### config.mk
export PLATFORM = sky130hd
export DESIGN_NAME = baccarat_round_ctrl_flat
export DESIGN_NICKNAME = d
export VERILOG_FILES = /design/src/rtl/baccarat_round_ctrl_if.sv /design/src/rtl/baccarat_round_ctrl.sv /design/src/flat_wrapper.sv
export SDC_FILE = /design/constraint.sdc
export NUM_CORES = 1
export LEC_CHECK = 0
export ABC_AREA = 0
export CAP_MARGIN = 20
export CORE_ASPECT_RATIO = 0.6
export CORE_MARGIN = 8
export CORE_UTILIZATION = 50
export DETAILED_ROUTE_END_ITERATION = 8
export HOLD_SLACK_MARGIN = 0.05
export PLACE_DENSITY = 0.76
export SLEW_MARGIN = 20
export SYNTH_ARGS = -nofsm -noshare
export SYNTH_HDL_FRONTEND = slang
export SYNTH_SLANG_ARGS = --single-unit
### constraint.sdc
create_clock -name slow_clock -period 6.5 [get_ports slow_clock]
set_input_delay 0.65 -clock slow_clock [delete_from_list [all_inputs] [get_ports slow_clock]]
set_output_delay 0.65 -clock slow_clock [all_outputs]
set_load 0.1 [all_outputs]
### src/rtl/baccarat_round_ctrl_if.sv
// rtl/baccarat_round_ctrl_if.sv - card request/valid handshake between round controller and card source
//
// Signals:
//   card_req   controller wants a card this cycle
//   card_slot  destination of the requested card (0=P1 1=D1 2=P2 3=D2 4=P3 5=D3)
//   card_valid card_rank carries a card this cycle
//   card_rank  card rank 1..13 (A..K)
// Modports:
//   master  round controller (issues requests, consumes cards)
//   slave   card source (answers requests)
interface baccarat_round_ctrl_if;
  logic       card_req;
  logic [2:0] card_slot;
  logic       card_valid;
  logic [3:0] card_rank;

  modport master (
    output card_req,
    output card_slot,
    input  card_valid,
    input  card_rank
  );

  modport slave (
    input  card_req,
    input  card_slot,
    output card_valid,
    output card_rank
  );
endinterface

### src/rtl/baccarat_round_ctrl.sv
// rtl/baccarat_round_ctrl.sv - punto-banco round sequencer with third-card tableau and saturating tallies
//
// Ports:
//   slow_clock        block clock, rising edge
//   resetb            synchronous active-low reset
//   start             begin a round (sampled in IDLE only)
//   card              handshake interface (master side): card_req/card_slot out, card_valid/card_rank in
//   pscore, dscore    player / banker hand scores 0..9
//   pcard3            value of player third card, 0 if none
//   natural           round ended on a natural
//   *_light           outcome of the last round (one-hot)
//   round_done        one-cycle pulse on entry to RESULT
//   bad_card          sticky, an out-of-range rank was offered
//   player_wins, dealer_wins, ties  saturating round tallies
module baccarat_round_ctrl #(
  parameter int CNT_W       = 8,
  parameter int HOLD_CYCLES = 4,
  parameter bit AUTO_START  = 1'b0
) (
  input  logic                  slow_clock,
  input  logic                  resetb,
  input  logic                  start,
  baccarat_round_ctrl_if.master card,
  output logic [3:0]            pscore,
  output logic [3:0]            dscore,
  output logic [3:0]            pcard3,
  output logic                  natural,
  output logic                  player_win_light,
  output logic                  dealer_win_light,
  output logic                  tie_light,
  output logic                  round_done,
  output logic                  bad_card,
  output logic [CNT_W-1:0]      player_wins,
  output logic [CNT_W-1:0]      dealer_wins,
  output logic [CNT_W-1:0]      ties
);

  localparam int HOLD_W = (HOLD_CYCLES > 1) ? $clog2(HOLD_CYCLES) : 1;

  typedef enum logic [3:0] {
    S_IDLE, S_DP1, S_DD1, S_DP2, S_DD2, S_EVAL, S_DP3, S_DD3, S_RESULT
  } state_t;

  state_t              state;
  logic [HOLD_W-1:0]   hold_cnt;

  logic       rank_ok;
  logic       xfer;
  logic [3:0] card_val;
  logic [3:0] p_add;
  logic [3:0] d_add;
  logic       natural_hit;
  logic       banker_draw;
  logic       enter_result;
  logic       clear_round;
  logic [3:0] res_p;
  logic [3:0] res_d;

  function automatic logic [3:0] add_mod10(input logic [3:0] s, input logic [3:0] v);
    logic [4:0] t;
    t = {1'b0, s} + {1'b0, v};
    return (t >= 5'd10) ? 4'(t - 5'd10) : t[3:0];
  endfunction

  // Request decode straight from the state register.
  always_comb begin
    card.card_req  = 1'b0;
    card.card_slot = 3'd0;
    case (state)
      S_DP1: begin card.card_req = 1'b1; card.card_slot = 3'd0; end
      S_DD1: begin card.card_req = 1'b1; card.card_slot = 3'd1; end
      S_DP2: begin card.card_req = 1'b1; card.card_slot = 3'd2; end
      S_DD2: begin card.card_req = 1'b1; card.card_slot = 3'd3; end
      S_DP3: begin card.card_req = 1'b1; card.card_slot = 3'd4; end
      S_DD3: begin card.card_req = 1'b1; card.card_slot = 3'd5; end
      default: ;
    endcase
  end

  always_comb begin
    rank_ok     = (card.card_rank != 4'd0) && (card.card_rank <= 4'd13);
    xfer        = card.card_req & card.card_valid & rank_ok;
    card_val    = (card.card_rank <= 4'd9) ? card.card_rank : 4'd0;
    p_add       = add_mod10(pscore, card_val);
    d_add       = add_mod10(dscore, card_val);
    natural_hit = (pscore >= 4'd8) || (dscore >= 4'd8);

    // Banker tableau after the player drew; card_val is the player third card
    // being consumed on this edge, dscore still holds the two-card total.
    case (dscore)
      4'd0, 4'd1, 4'd2: banker_draw = 1'b1;
      4'd3:             banker_draw = (card_val != 4'd8);
      4'd4:             banker_draw = (card_val >= 4'd2) && (card_val <= 4'd7);
      4'd5:             banker_draw = (card_val >= 4'd4) && (card_val <= 4'd7);
      4'd6:             banker_draw = (card_val >= 4'd6) && (card_val <= 4'd7);
      default:          banker_draw = 1'b0;
    endcase

    // Final scores as they will stand after this edge, so the outcome lights
    // can be set on the same edge that enters RESULT.
    enter_result = 1'b0;
    res_p        = pscore;
    res_d        = dscore;
    case (state)
      S_EVAL: enter_result = natural_hit || ((pscore > 4'd5) && (dscore > 4'd5));
      S_DP3: if (xfer) begin
        res_p        = p_add;
        enter_result = !banker_draw;
      end
      S_DD3: if (xfer) begin
        res_d        = d_add;
        enter_result = 1'b1;
      end
      default: ;
    endcase

    clear_round = ((state == S_IDLE) && start) ||
                  ((state == S_RESULT) && (hold_cnt == '0) && AUTO_START);
  end

  always_ff @(posedge slow_clock) begin
    if (!resetb) begin
      state            <= S_IDLE;
      hold_cnt         <= '0;
      pscore           <= 4'd0;
      dscore           <= 4'd0;
      pcard3           <= 4'd0;
      natural          <= 1'b0;
      player_win_light <= 1'b0;
      dealer_win_light <= 1'b0;
      tie_light        <= 1'b0;
      round_done       <= 1'b0;
      bad_card         <= 1'b0;
      player_wins      <= '0;
      dealer_wins      <= '0;
      ties             <= '0;
    end else begin
      round_done <= 1'b0;
      if (card.card_req && card.card_valid && !rank_ok) bad_card <= 1'b1;

      case (state)
        S_IDLE: if (start) state <= S_DP1;
        S_DP1:  if (xfer) begin pscore <= p_add; state <= S_DD1; end
        S_DD1:  if (xfer) begin dscore <= d_add; state <= S_DP2; end
        S_DP2:  if (xfer) begin pscore <= p_add; state <= S_DD2; end
        S_DD2:  if (xfer) begin dscore <= d_add; state <= S_EVAL; end
        S_EVAL: begin
          if (natural_hit) begin
            natural <= 1'b1;
            state   <= S_RESULT;
          end else if (pscore <= 4'd5) begin
            state <= S_DP3;
          end else if (dscore <= 4'd5) begin
            state <= S_DD3;
          end else begin
            state <= S_RESULT;
          end
        end
        S_DP3: if (xfer) begin
          pscore <= p_add;
          pcard3 <= card_val;
          state  <= banker_draw ? S_DD3 : S_RESULT;
        end
        S_DD3: if (xfer) begin dscore <= d_add; state <= S_RESULT; end
        S_RESULT: begin
          if (hold_cnt == '0) state <= AUTO_START ? S_DP1 : S_IDLE;
          else                hold_cnt <= hold_cnt - HOLD_W'(1);
        end
        default: state <= S_IDLE;
      endcase

      if (enter_result) begin
        player_win_light <= (res_p > res_d);
        dealer_win_light <= (res_p < res_d);
        tie_light        <= (res_p == res_d);
        if ((res_p > res_d) && (player_wins != '1)) player_wins <= player_wins + CNT_W'(1);
        if ((res_p < res_d) && (dealer_wins != '1)) dealer_wins <= dealer_wins + CNT_W'(1);
        if ((res_p == res_d) && (ties != '1))       ties        <= ties + CNT_W'(1);
        round_done <= 1'b1;
        hold_cnt   <= HOLD_W'(HOLD_CYCLES - 1);
      end

      if (clear_round) begin
        pscore           <= 4'd0;
        dscore           <= 4'd0;
        pcard3           <= 4'd0;
        natural          <= 1'b0;
        player_win_light <= 1'b0;
        dealer_win_light <= 1'b0;
        tie_light        <= 1'b0;
      end
    end
  end

endmodule

### src/flat_wrapper.sv
// flat-port wrapper written by rule: the top's interface ports become plain ports
module baccarat_round_ctrl_flat 
#(
  parameter int CNT_W       = 8,
  parameter int HOLD_CYCLES = 4,
  parameter bit AUTO_START  = 1'b0
)
  (slow_clock, resetb, start, pscore, dscore, pcard3, natural, player_win_light, dealer_win_light, tie_light, round_done, bad_card, player_wins, dealer_wins, ties, card_card_req, card_card_slot, card_card_valid, card_card_rank);
  baccarat_round_ctrl_if card_i ();
  input  logic slow_clock;
  input  logic resetb;
  input  logic start;
  output logic [3:0] pscore;
  output logic [3:0] dscore;
  output logic [3:0] pcard3;
  output logic natural;
  output logic player_win_light;
  output logic dealer_win_light;
  output logic tie_light;
  output logic round_done;
  output logic bad_card;
  output logic [CNT_W-1:0] player_wins;
  output logic [CNT_W-1:0] dealer_wins;
  output logic [CNT_W-1:0] ties;
  output wire logic [$bits(card_i.card_req)-1:0] card_card_req;
  output wire logic [$bits(card_i.card_slot)-1:0] card_card_slot;
  input wire logic [$bits(card_i.card_valid)-1:0] card_card_valid;
  input wire logic [$bits(card_i.card_rank)-1:0] card_card_rank;
  assign card_card_req = card_i.card_req;
  assign card_card_slot = card_i.card_slot;
  assign card_i.card_valid = card_card_valid;
  assign card_i.card_rank = card_card_rank;
  baccarat_round_ctrl #(.CNT_W(CNT_W), .HOLD_CYCLES(HOLD_CYCLES), .AUTO_START(AUTO_START)) u_core (.slow_clock(slow_clock), .resetb(resetb), .start(start), .card(card_i), .pscore(pscore), .dscore(dscore), .pcard3(pcard3), .natural(natural), .player_win_light(player_win_light), .dealer_win_light(dealer_win_light), .tie_light(tie_light), .round_done(round_done), .bad_card(bad_card), .player_wins(player_wins), .dealer_wins(dealer_wins), .ties(ties));
endmodule
Word level (Yosys, flattened, before mapping)

Cells that the tools add are included.

Output and inout port bits: 46
Input bits: 8
Register bits: 48
Word-level logic and storage cells: 131
Memories: 0
Latch bits: 0
Bits in writable memories: 0
Bits in read-only memories: 0

$add $sub $neg: 8
Equal/unequal tests: 28
Multiplexer cells: 30
Bitwise logic cells: 3
$lt $le $gt $ge: 16
$mul: 0
Reduce and logical (&&, ||, !) cells: 32
Div/mod/pow operators: 0
Shifts and indexed selects: 0

Operators by type and width:

| operator                                                                          | count |
|---|---|
| 4-bit two-way mux                                                                 | 19 |
| 4-bit one-hot mux with 9 select lines                                             | 1 |
| 4-bit by 3-bit == test with 1-bit output (second input constant)                  | 7 |
| 8-bit by 1-bit adder with 8-bit output (second input constant)                    | 3 |
| 8-bit inequality test (second input constant)                                     | 3 |
| 4-bit by 2-bit == test with 1-bit output (second input constant)                  | 4 |
| 3-bit one-hot mux with 5 select lines                                             | 1 |
| 2-bit by 1-bit inequality test with 1-bit output (second input constant)          | 7 |
| 4-bit by 3-bit less-or-equal comparator with 1-bit output (second input constant) | 3 |
| 2-bit AND reduction                                                               | 6 |
| 1-bit logical AND                                                                 | 11 |
| 4-bit by 4-bit adder with 5-bit output                                            | 2 |
| 5-bit by 4-bit >= comparator with 1-bit output (second input constant)            | 2 |
| 3-bit OR reduction                                                                | 3 |
| 4-bit by 1-bit == test with 1-bit output (second input constant)                  | 2 |
| 4-bit by 3-bit >= comparator with 1-bit output (second input constant)            | 2 |
| 4-bit >= comparator (second input constant)                                       | 2 |
| 4-bit by 3-bit > comparator with 1-bit output (second input constant)             | 2 |
| 4-bit less-or-equal comparator (second input constant)                            | 2 |
| 4-bit logical NOT                                                                 | 2 |
| 8-bit AND reduction                                                               | 1 |
| 4-bit subtractor (second input constant)                                          | 2 |
| 2-bit two-way mux                                                                 | 3 |
| 6-bit OR reduction                                                                | 1 |
| 19 further kinds                                                                  | 26 |

Logic depth before layout (Yosys ltp)

Depth in word-level cells: 10
Depth in mapped cells: 20
Mapped depth without buffers: 19

Worst setup path before layout

No wires, ideal clock.

Path type: input -> register
Start: input card_card_rank[1]
End: register u_core.dealer_wins[7]
Data required time: 6.429 ns
Path buffers: 0
Stages on the path: 18
Setup time: 0.071 ns
Arrival: 4.332 ns
Slack: 2.098 ns
Cell sequence: o21ai_0 > and2_1 > ha_1 > fa_1 > xnor2_1 > ha_1 > inv_1 > a31o_2 > a211oi_1 > nor2_1 > mux2_2 > ha_1 > nor2b_1 > o211ai_1 > and2_1 > nand2_1 > or4_1 > a21oi_1

Cells in the longest elaborated chain, start to end: 10
Elaborated cells on any way between the ends: 34
Classes of those cells: add/sub: 4; order compare: 9; eq/ne: 1; mux: 11; bitwise: 1; reduce/logical: 8

RTL lines:

| item                                                                               | line                       | source |
|---|---|---|
| start, declared                                                                    | flat_wrapper.sv:28         | `input wire logic [$bits(card_i.card_rank)-1:0] card_card_rank;` |
| 4-bit less-or-equal comparator *                                                   | baccarat_round_ctrl.sv:83  | `card_val = (card.card_rank <= 4'd9) ? card.card_rank : 4'd0;` |
| 4-bit two-way mux *                                                                | baccarat_round_ctrl.sv:83  |  |
| via u_core.card_val[0]                                                             | baccarat_round_ctrl.sv:49  | `logic [3:0] card_val;` |
| 4-bit by 4-bit adder with 5-bit output                                             | baccarat_round_ctrl.sv:61  | `t = {1'b0, s} + {1'b0, v};` |
| 4-bit subtractor or 5-bit by 4-bit >= comparator with 1-bit output (tied branches) | baccarat_round_ctrl.sv:62  | `return (t >= 5'd10) ? 4'(t - 5'd10) : t[3:0];` |
| 4-bit two-way mux                                                                  | baccarat_round_ctrl.sv:62  |  |
| 4-bit two-way mux                                                                  | --                         |  |
| 4-bit two-way mux                                                                  | baccarat_round_ctrl.sv:104 | `case (state)` |
| 4-bit < comparator                                                                 | baccarat_round_ctrl.sv:177 | `if ((res_p < res_d) && (dealer_wins != '1)) dealer_wins <= dealer_wins + CNT_W'(1);` |
| 1-bit logical AND                                                                  | baccarat_round_ctrl.sv:177 |  |
| 2-bit AND reduction (no source line) *                                             | --                         |  |
| end signal, assigned                                                               | baccarat_round_ctrl.sv:177 |  |
| end, declared                                                                      | baccarat_round_ctrl.sv:34  | `output logic [CNT_W-1:0] dealer_wins,` |

Mark *: on every way through the listed nets, which the timed path passes. The rest lies on a longest branch.
A chain may end at the register's enable or synchronous reset.

Worst setup path after layout

Start: input card_card_rank[3]
End: register u_core.player_wins[4]

Cells in the longest elaborated chain, start to end: 10
Elaborated cells on any way between the ends: 34
Classes of those cells: add/sub: 4; order compare: 9; eq/ne: 1; mux: 11; bitwise: 1; reduce/logical: 8

RTL lines:

| item                                                                               | line                       | source |
|---|---|---|
| 4-bit less-or-equal comparator *                                                   | baccarat_round_ctrl.sv:83  |  |
| 4-bit two-way mux *                                                                | baccarat_round_ctrl.sv:83  |  |
| via u_core.card_val[0]                                                             | baccarat_round_ctrl.sv:49  |  |
| 4-bit by 4-bit adder with 5-bit output                                             | baccarat_round_ctrl.sv:61  |  |
| 4-bit subtractor or 5-bit by 4-bit >= comparator with 1-bit output (tied branches) | baccarat_round_ctrl.sv:62  |  |
| 4-bit two-way mux                                                                  | baccarat_round_ctrl.sv:62  |  |
| 4-bit two-way mux                                                                  | --                         |  |
| 4-bit two-way mux                                                                  | baccarat_round_ctrl.sv:104 |  |
| 4-bit > comparator                                                                 | baccarat_round_ctrl.sv:176 | `if ((res_p > res_d) && (player_wins != '1)) player_wins <= player_wins + CNT_W'(1);` |
| 1-bit logical AND                                                                  | baccarat_round_ctrl.sv:176 |  |
| 2-bit AND reduction (no source line) *                                             | --                         |  |
| end signal, assigned                                                               | baccarat_round_ctrl.sv:176 |  |
| end, declared                                                                      | baccarat_round_ctrl.sv:33  | `output logic [CNT_W-1:0] player_wins,` |

Marked as above.

==> results.json <==
{
  "timing.final.ws_setup_ps": 1230,
  "die_width_um": 117,
  "area.sequential_um2": 961,
  "synthDistinctLibCells": 63,
  "synth_async_sr_flop_share": 0,
  "startpoint": "card_card_rank[3]",
  "internal-power_w": 0.000533,
  "cts.clk_slew.worst_paths_ps": 90,
  "slowest_stage": "clkdlybuf4s50_1",
  "hold_path_depth": 2,
  "areaGrowthSynthToFinish_pct": 22.3,
  "initial_core_util": 0.510,
  "holdCritPathClass": "reg2reg",
  "syn-num-nets": 399,
  "final_util": 0.623,
  "num_vias": 2930,
  "timing.final.crit_period_ps": 5270,
  "drt_iter0_drc": 140,
  "run_status": "finished, final reports clean",
  "minimum_setup_slack_among_reg_to_reg_paths_ps": 2150,
  "rsz0062_at_grt": "false",
  "cts_num_sinks": 48,
  "die-area_um2": 8990,
  "power-per-cell-area_nw_per_um2": 247,
  "place_congestion": 0.902,
  "post_synth_inst_count": 371,
  "cp.required_ps": 6720,
  "global_route.overflow_total": 0,
  "pins_over_slew_limit": 0,
  "synth_enable_flop_cells": 0,
  "max_cap_viol_count": 0,
  "crit-reg2reg-launch": "u_core.pscore[0]",
  "power.total_w": 0.000926,
  "crit_path_cell_trace": "clkdlybuf4s50_1 -> o21ai_0 -> and2_1 -> ha_1 -> fa_1 -> xnor2_1 -> ha_1 -> inv_1 -> a31o_2 -> a211oi_1 -> nor2_1 -> mux2_2 -> ha_1 -> nor2b_1 -> o211ai_1 -> a21oi_1 -> nand2_1 -> or4_1 -> a21oi_1",
  "ys_dominant_reg_cell": "dfxtp_1",
  "max_slew_margin": 0.341,
  "worst_path_most_repeated_cell": "ha_1",
  "clockRootBuffer": "clkbuf_8",
  "avgRoutedWirePerCell_um": 16.1,
  "pre_cts_slack_ps": 950,
  "worst_setup_path_end_kind": "flop",
  "slowest_delay_ps": 630,
  "hold_path.startpoint": "u_core.tie_light",
  "die_y_um": 76.7,
  "synth_area_um2": 3070,
  "nets": 445,
  "drive_gt1_frac": 0.0622,
  "timing.critical_path.fanout_max": 15,
  "top_level_ports": 54,
  "detailed_place_hpwl_mm": 5.98,
  "grt_antenna_before_repair": 0,
  "core_area_um2": 6030,
  "slew_at_the_pin_closest_to_its_max_slew_limit_ps": 986,
  "setup.worst_path.class": "in2reg",
  "multi_input_comb_area_um2": 1970,
  "drt_pre_antenna_iters": 4,
  "max-vdd-ir-drop_uv": 191,
  "timing.final.setup_violations": 0,
  "cts_made_buffers": 5,
  "ctsResizeCount": 0,
  "synth_sequential_area_ratio": 0.313,
  "final-instance-count-excl-fill": 502,
  "power.switching_w": 0.000393,
  "post_drt_via_cell_ratio": 5.84,
  "io_buffer_count": 53,
  "worst_ep_arrival_time_ps": 5490,
  "average_cell_area_after_synthesis_um2": 8.28,
  "power_switching_share": 0.425,
  "number_of_global_route_vias_before_repair": 2755,
  "totalWireLength_mm": 8.07,
  "grt_usage": 0.182,
  "filler_cell_count": 527,
  "achievable-frequency_mhz": 190,
  "worst_clock_skew_ps": 8.58,
  "timing.reg2reg.worst_path_depth": 16,
  "drc": 0,
  "first_pass_grt_wire_length_mm": 13.4,
  "final_hold_viol_count": 0,
  "insertedDiodeCount": 0,
  "power_leakage_nw": 1.37,
  "cts_htree_levels": 2,
  "ys_ff_latch": 48,
  "place_inst": 494,
  "fp-row-count": 22,
  "grt_max_degree": 41,
  "tritoncts_clock_tree": "built",
  "layout_worst_path_cycle_share": 0.811,
  "clock_insertion_delay_worst_skew_ps": 300,
  "max-clock-path-buffers": 2,
  "setup_total_negative_slack_ps": 0,
  "ant_nets": 0,
  "synth-warning-count": 0,
  "worst_r2r_endpoint": "u_core.player_wins[4]",
  "hold_path_end": "u_core.tie_light",
  "crit_path_start_kind": "input pin",
  "cts_setup_buffers": 0,
  "p_seq_frac": 0.366,
  "pwr-share-comb": 0.402,
  "clock_power_share": 0.232,
  "cts_hold_repair.buffers": 0
}
cell usage after synthesis, types with 3 or more instances:
master / number / area (µm²)
a211oi_1: 3 / 22.5
a21o_1: 4 / 30.0
a21oi_1: 48 / 240
a31o_2: 3 / 26.3
and2_1: 7 / 43.8
and3_1: 8 / 50.1
buf_2: 3 / 15.0
clkbuf_1: 9 / 33.8
dfxtp_1: 48 / 961
ha_1: 18 / 225
inv_1: 16 / 60.1
mux2_2: 5 / 56.3
mux2i_1: 10 / 100
nand2_1: 28 / 105
nand2b_1: 8 / 50.1
nand3_1: 24 / 120
nand3b_1: 5 / 37.5
nor2_1: 20 / 75.1
nor2b_1: 3 / 18.8
nor3_1: 5 / 25.0
nor3b_1: 3 / 22.5
o21a_1: 3 / 22.5
o21ai_0: 11 / 55.1
o31ai_1: 10 / 75.1
o41ai_1: 5 / 43.8
or3_1: 5 / 31.3
or4_1: 9 / 67.6
xnor2_1: 7 / 61.3
layout make-up:
cell class,instances,share of cell area
clock inverter,3,0.0113
inverter,18,0.0180
tap,84,0.0280
multi-input combinational,290,0.525
sequential,48,0.256
clock buffer,5,0.0183
timing repair buffer,54,0.143
per-stage QoR:
stage	hold WS, ps	instance area [µm²]
detailed placement	455	3640
finish	463	3760
CTS	469	3750
global route	500	3760
floorplan	507	3070
global placement	453	3640
worst max path at each step:
stage	to	slack (ps)
floorplan	u_core.dealer_wins[7]	2100
global placement	u_core.player_wins[4]	1180
detailed placement	u_core.player_wins[3]	950
CTS	u_core.player_wins[3]	1300
global route	u_core.player_wins[7]	900
finish	u_core.player_wins[4]	1230
cell usage in the layout (no fill, tap or decap), types with 3 or more instances in the layout:
master           instances
and2_1                   7
nor3b_1                  3
o21a_1                   3
ha_1                    18
inv_1                   16
o41ai_1                  4
a211oi_1                 3
xnor2_1                  7
dfxtp_1                 48
mux2_2                   5
nor2_1                  20
or3_1                    5
nor2b_1                  3
nand3_1                 24
clkbuf_8                 5
o21ai_0                 11
a21o_1                   3
clkdlybuf4s50_1         53
mux2i_1                 10
a31o_2                   3
or4_1                    9
nand2b_1                 8
and3_1                   8
o31ai_1                 10
nand3b_1                 5
a21oi_1                 48
nand2_1                 28
nor3_1                   5
worst max-delay path: cells and delay by family:
| family | cells | cell delay [ps] |
|---|---|---|
| XOR/XNOR | 1 | 320 |
| adder cells (fa/ha/maj) | 4 | 1130 |
| AO/OA/AOI/OAI | 6 | 1140 |
| buffers and inverters | 2 | 690 |
| multiplexers | 1 | 270 |
| AND/OR/NAND/NOR | 5 | 1280 |
layer usage:
| layer | global-route usage | vias to the layer above | share of wire |
|---|---|---|---|
| li1 | - | 1459 | - |
| met1 | 0.260 | 1381 | 0.49 |
| met2 | 0.257 | 84 | 0.41 |
| met3 | 0.0547 | 6 | 0.084 |
| met4 | 0.0457 | 0 | 0.0094 |
| met5 | 0 | - | 0 |
flip-flops by register name, indices dropped and copies added, names as in the netlist, 2 cells and up:
register,flops
u_core.dealer_wins,8
u_core.hold_cnt,2
u_core.pscore,4
u_core.ties,8
u_core.state,4
u_core.player_wins,8
u_core.pcard3,4
u_core.dscore,4
cell families after synthesis:
kind of cell               count (synthesis)  synth area share
DFF                                       48             0.313
xor gates and xnor gates                   8            0.0228
adders and majority gates                 21            0.0896
buffers and inverters                     33            0.0477
and+or+nand+nor                          139             0.253
AOI/OAI and AO/OA                        107             0.223
muxes                                     15            0.0509
power groups by stage:
| stage | combinational, W | sequential (W) | clock, W |
|---|---|---|---|
| 2_1_floorplan | 0.000279 | 0.000348 | 0 |
| 3_3_place_gp | 0.000361 | 0.000344 | 0 |
| 3_5_place_dp | 0.000368 | 0.000346 | 0 |
| 4_1_cts | 0.000369 | 0.000339 | 0.000220 |
| 5_1_grt | 0.000401 | 0.000343 | 0.000232 |
| 6_report | 0.000372 | 0.000339 | 0.000215 |
Note: power is estimated with default switching activity, not from simulation.
